## src/rtl/e203_exu_bjp_rslv.sv

```systemverilog
// Branch/jump resolve stage: decides front-end redirects for branch-class commits,
// holds the registered flush request until the IFU accepts it, and counts mispredicts.
module e203_exu_bjp_rslv #(
  parameter int PC_W  = 32,
  parameter int CNT_W = 32
) (
  input  logic             clk,
  input  logic             rst_n,

  input  logic             cmt_i_valid,
  output logic             cmt_i_ready,
  input  logic [PC_W-1:0]  cmt_i_pc,
  input  logic [PC_W-1:0]  cmt_i_imm,
  input  logic             cmt_i_rvc,
  input  logic             cmt_i_bjp,
  input  logic             cmt_i_prdt,
  input  logic             cmt_i_rslv,
  input  logic             cmt_i_mret,
  input  logic             cmt_i_dret,
  input  logic             cmt_i_fencei,

  input  logic [PC_W-1:0]  csr_mepc_r,
  input  logic [PC_W-1:0]  csr_dpc_r,

  output logic             flush_o_valid,
  input  logic             flush_o_ready,
  output logic [PC_W-1:0]  flush_o_pc,
  output logic [1:0]       flush_o_cause,

  output logic             cmt_o_done,
  output logic [CNT_W-1:0] mispred_cnt
);

  typedef enum logic [0:0] {
    ST_IDLE  = 1'b0,
    ST_FLUSH = 1'b1
  } state_e;

  localparam logic [1:0] CAUSE_MISPRED = 2'd0;
  localparam logic [1:0] CAUSE_FENCEI  = 2'd1;
  localparam logic [1:0] CAUSE_MRET    = 2'd2;
  localparam logic [1:0] CAUSE_DRET    = 2'd3;

  localparam logic [CNT_W-1:0] CNT_MAX = {CNT_W{1'b1}};
  localparam logic [CNT_W-1:0] CNT_ONE = CNT_W'(1);

  state_e           state_q;
  logic [PC_W-1:0]  pc_q;
  logic [1:0]       cause_q;
  logic             done_q;
  logic [CNT_W-1:0] cnt_q;

  logic             accept_s;
  logic             need_flush_s;
  logic [1:0]       cause_s;
  logic [PC_W-1:0]  nxt_s;
  logic [PC_W-1:0]  tgt_s;
  logic [PC_W-1:0]  redir_s;

  // Handshake-facing outputs come from the state register only, never from inputs.
  assign cmt_i_ready   = (state_q == ST_IDLE);
  assign flush_o_valid = (state_q == ST_FLUSH);
  assign flush_o_pc    = pc_q;
  assign flush_o_cause = cause_q;
  assign cmt_o_done    = done_q;
  assign mispred_cnt   = cnt_q;

  assign accept_s = cmt_i_valid & cmt_i_ready;
  assign nxt_s    = cmt_i_pc + (cmt_i_rvc ? PC_W'(2) : PC_W'(4));
  assign tgt_s    = cmt_i_pc + cmt_i_imm;

  // Fixed-priority redirect decode: dret > mret > fence.i > mispredict.
  always_comb begin
    need_flush_s = 1'b0;
    cause_s      = CAUSE_MISPRED;
    redir_s      = nxt_s;
    if (cmt_i_dret) begin
      need_flush_s = 1'b1;
      cause_s      = CAUSE_DRET;
      redir_s      = csr_dpc_r;
    end else if (cmt_i_mret) begin
      need_flush_s = 1'b1;
      cause_s      = CAUSE_MRET;
      redir_s      = csr_mepc_r;
    end else if (cmt_i_fencei) begin
      need_flush_s = 1'b1;
      cause_s      = CAUSE_FENCEI;
      redir_s      = nxt_s;
    end else if (cmt_i_bjp && (cmt_i_prdt != cmt_i_rslv)) begin
      need_flush_s = 1'b1;
      cause_s      = CAUSE_MISPRED;
      redir_s      = cmt_i_rslv ? tgt_s : nxt_s;
    end else begin
      need_flush_s = 1'b0;
      cause_s      = CAUSE_MISPRED;
      redir_s      = nxt_s;
    end
  end

  // Resolve FSM with registered redirect, retire pulse and saturating mispredict count.
  always_ff @(posedge clk or negedge rst_n) begin
    if (!rst_n) begin
      state_q <= ST_IDLE;
      pc_q    <= {PC_W{1'b0}};
      cause_q <= 2'd0;
      done_q  <= 1'b0;
      cnt_q   <= {CNT_W{1'b0}};
    end else begin
      done_q <= 1'b0;
      case (state_q)
        ST_IDLE: begin
          if (accept_s) begin
            if (need_flush_s) begin
              state_q <= ST_FLUSH;
              pc_q    <= redir_s;
              cause_q <= cause_s;
            end else begin
              done_q  <= 1'b1;
            end
          end
        end
        ST_FLUSH: begin
          if (flush_o_ready) begin
            state_q <= ST_IDLE;
            done_q  <= 1'b1;
            if ((cause_q == CAUSE_MISPRED) && (cnt_q != CNT_MAX)) begin
              cnt_q <= cnt_q + CNT_ONE;
            end
          end
        end
        default: begin
          state_q <= ST_IDLE;
        end
      endcase
    end
  end

endmodule

```

## config.mk

```make
export PLATFORM = sky130hd
export DESIGN_NAME = e203_exu_bjp_rslv
export DESIGN_NICKNAME = d
export VERILOG_FILES = /design/src/rtl/e203_exu_bjp_rslv.sv
export SDC_FILE = /design/constraint.sdc
export NUM_CORES = 1
export LEC_CHECK = 0
export ABC_CLOCK_PERIOD_IN_PS = 1800
export BUFFER_PORTS_ARGS = -buffer_cell sky130_fd_sc_hd__buf_2
export CAP_MARGIN = 25
export CORE_ASPECT_RATIO = 0.75
export CORE_UTILIZATION = 37
export DETAILED_ROUTE_END_ITERATION = 6
export SLEW_MARGIN = 20
export SYNTH_ARGS = -nofsm -noshare
export SYNTH_HDL_FRONTEND = slang
export SYNTH_SLANG_ARGS = --single-unit
export TNS_END_PERCENT = 1
```

## constraint.sdc

```tcl
create_clock -name clk -period 1.8 [get_ports clk]
set_input_delay 0.36 -clock clk [delete_from_list [all_inputs] [get_ports clk]]
set_output_delay 0.36 -clock clk [all_outputs]
set_load 0.03 [all_outputs]
```

==> results.yml <==
run_status:
  status: "finished, violations left"
  violations: "negative setup slack"
clock_network:
  cts_buffer_depth: 2
  cts_root_buffer: "clkbuf_16"
  numCtsBuffers: 9
  clk_latency_ns: 0.34
  cts_sinks: 68
  htreeDepth: 3
  postCtsHoldBufs: 0
  cts_tree: "done"
  path_clk_slew_ns: 0.06
finish:
  design_area_um2: 9756
  drive_gt1_share_pct: 42.94
  fin_util_pct: 57.80
  final_nets: 1381
  diodes: 0
  mostFrequentLayoutCell: "buf_4"
  final_cell_mix: "buf_4, buf_2, nand2_1, nor2_1, dfrtp_1"
  syn2layout_area_growth_pct: 51.96
die:
  die_y_um: 116.1
  die_w_um: 154.1
  row_count: 41
  dieArea_um2: 17890
  coreArea_um2: 16880
  ios: 208
  start_util_pct: 38.04
drt:
  finalWirelength_um: 25880
  wl_per_cell_um: 18.15
  postRouteAntennaNets: 0
  drtIter0Drc: 557
  drt-pass1-iter-count: 5
  drc: 0
  detailroute.via_count: 7769
  vias_per_cell: 5.448
worst_setup_path:
  cp_slowest_cell: "fa_2"
  reg2reg_from: "mispred_cnt[16]$_DFFE_PN0P_"
  reg2reg_to: "mispred_cnt[31]$_DFFE_PN0P_"
  crit_path_max_incr_delay_ns: 0.34
  cp-end-kind: "flip-flop"
  worstSetupStartpointType: "input port"
  path_class: "in -> reg"
  r2r_setup_slack_ns: -0.24
  path_max_fanout: 3
  rr_worst_depth: 8
  worstPathArrival_ns: 2.55
  crit_path_cell_trace: "buf_2 -> ha_4 -> fa_2 -> a21o_1 -> a311oi_2 -> buf_4 -> nor3_2 -> o21ai_2 -> a21boi_1 -> or3_1 -> a31oi_1 -> o31ai_1"
  crit_required_ns: 2.01
global_routing:
  grt_pass1_vias: 7264
  grt_usage_pct: 29.03
  grt_max_degree: 69
  grt_pass1_wl_um: 39590
  gr-total-overflow: 0
  grt_antenna_before_repair: 0
synth:
  synth_seq_cells: 68
  synth_area_per_cell_um2: 8.035
  synthFlopType: "dfrtp_1"
  synthesis.nets: 974
  netlist_area_um2: 6420
  ys_warn_count: 0
  synth_edf_count: 0
  ys_types: 82
  ys_async_sr_fraction_pct: 100.0
  yosysSeqAreaShare_pct: 26.51
  netlist_instances: 799
power:
  p_leak_nw: 4.857
  power_density_nw_per_um2: 692.4
  total_power_mw: 6.755
  peakVddDrop_mv: 0.3822
placed_design:
  routabilityCongestion: 0.9418
  io_buffers: 207
  dpl.hpwl_um: 20880
  placed_cell_area_um2: 9259
sta:
  finalClockSkew_ns: 0.008247
  final-hold-violation-count: 0
  finalMaxSlewViolations: 0
  setup_violations: 51
  worst_slack_ns: -0.5429
  slew-limit-headroom_pct: 35.30
  worst_slew_pin_slew_ns: 0.9669
  period_needed_ns: 2.343
  fmax_mhz: 426.8
  rsz0062_at_grt: "true"
  finalCritPeriodShare_pct: 130.2
run:
  cap_violations: 0
worst_hold_path:
  hold_path_class: "in -> async"
==> where the power goes <==
| part | internal [mW] | switching (mW) | total, mW | leakage (nW) |
|---|---|---|---|---|
| Combinational | 1.31 | 1.82 | 3.13 | 3.85 |
| Sequential | 1.77 | 0.158 | 1.93 | 0.864 |
| Clock | 0.968 | 0.724 | 1.69 | 0.138 |
| Total | 4.05 | 2.71 | 6.75 | 4.86 |
==> through the flow <==
step | hold slack, ns | instances | worst slack (ns) | setup TNS [ns]
2_1_floorplan | 0.06441 | 799 | -0.5742 | -18.53
3_3_place_gp | 0.4250 | 1409 | -0.8963 | -25.68
3_5_place_dp | 0.4193 | 1409 | -0.9446 | -27.11
4_1_cts | 0.06306 | 1426 | -0.5023 | -9.815
5_1_grt | 0.07957 | 1426 | -0.6468 | -16.12
6_report | 0.05705 | 1426 | -0.5429 | -11.08
==> worst max path at each step <==
| stage | from | endpoint | slack, ns | cells after the start |
|---|---|---|---|---|
| finish | cmt_i_pc[0] | flush_o_pc[20]$_DFFE_PN0P_ | -0.54 | 12 |
| global placement | cmt_i_pc[8] | flush_o_pc[29]$_DFFE_PN0P_ | -0.90 | 11 |
| detailed placement | cmt_i_pc[8] | flush_o_pc[29]$_DFFE_PN0P_ | -0.94 | 11 |
| floorplan | cmt_i_pc[12] | flush_o_pc[29]$_DFFE_PN0P_ | -0.57 | 10 |
| CTS | cmt_i_pc[0] | flush_o_pc[20]$_DFFE_PN0P_ | -0.50 | 12 |
| global route | cmt_i_pc[0] | flush_o_pc[20]$_DFFE_PN0P_ | -0.65 | 12 |
==> Yosys cell counts, types with 8 or more instances <==
cell | number | share of area (%)
and3_1 | 26 | 2.5
nand4_1 | 18 | 1.8
nand3_1 | 40 | 3.1
o21ai_0 | 56 | 4.4
ha_1 | 34 | 6.6
clkbuf_1 | 19 | 1.1
a21oi_1 | 66 | 5.1
nor2_1 | 71 | 4.2
a211oi_1 | 12 | 1.4
nor3_1 | 21 | 1.6
inv_1 | 15 | 0.88
a21o_1 | 21 | 2.5
dfrtp_1 | 68 | 27
xor2_1 | 21 | 2.9
nand2_1 | 86 | 5.0
a31oi_1 | 13 | 1.3
xnor2_1 | 52 | 7.1
or3_1 | 8 | 0.78
==> cell families (layout without fill, tap and decap cells) <==
group	count (synthesis)	in the layout	synth area share, %
and+or+nand+nor	312	312	24.62
adders and majority gates	36	36	7.250
muxes	7	7	1.111
AOI/OAI and AO/OA	246	246	25.59
DFF	68	68	26.51
xor gates and xnor gates	73	73	9.959
buffers and inverters	57	469	4.970
==> registers in the layout (all words and copies together) (netlist names) <==
register / cells
cmt_o_done: 1
flush_o_cause: 2
flush_o_pc: 32
flush_o_valid: 1
mispred_cnt: 32
==> routing by layer <==
metal	GRT usage (%)	part of all wire, %
met1	41.90	47
met2	43.52	42
met3	5.423	8.4
met4	9.333	2.2
met5	0	0
==> area by class of cell <==
type                            instances  area, um^2
Clock buffer                           10       239.0
Tap cell                              215       269.0
Fill cell                            1591        7122
Timing Repair Buffer                  437        2809
Clock inverter                          6       40.04
Inverter                               16       60.06
Sequential cell                        68        1702
Multi-Input combinational cell        674        4637
==> critical path: cells and delay by family <==
family | cells | cell delay, ns
buf+inv | 2 | 0.29
simple gates | 2 | 0.37
compound gates | 6 | 1.02
fa+ha+maj | 2 | 0.50
==> what timing repair did <==
action                                 in CTS  in global routing
gates resized for setup                    47                 11
buffers inserted                            1                  0
endpoints found under the hold margin       0                  0
pin swaps                                  27                  9
setup endpoints to repair                  54                 61
Note: power is estimated with default switching activity, not from simulation.
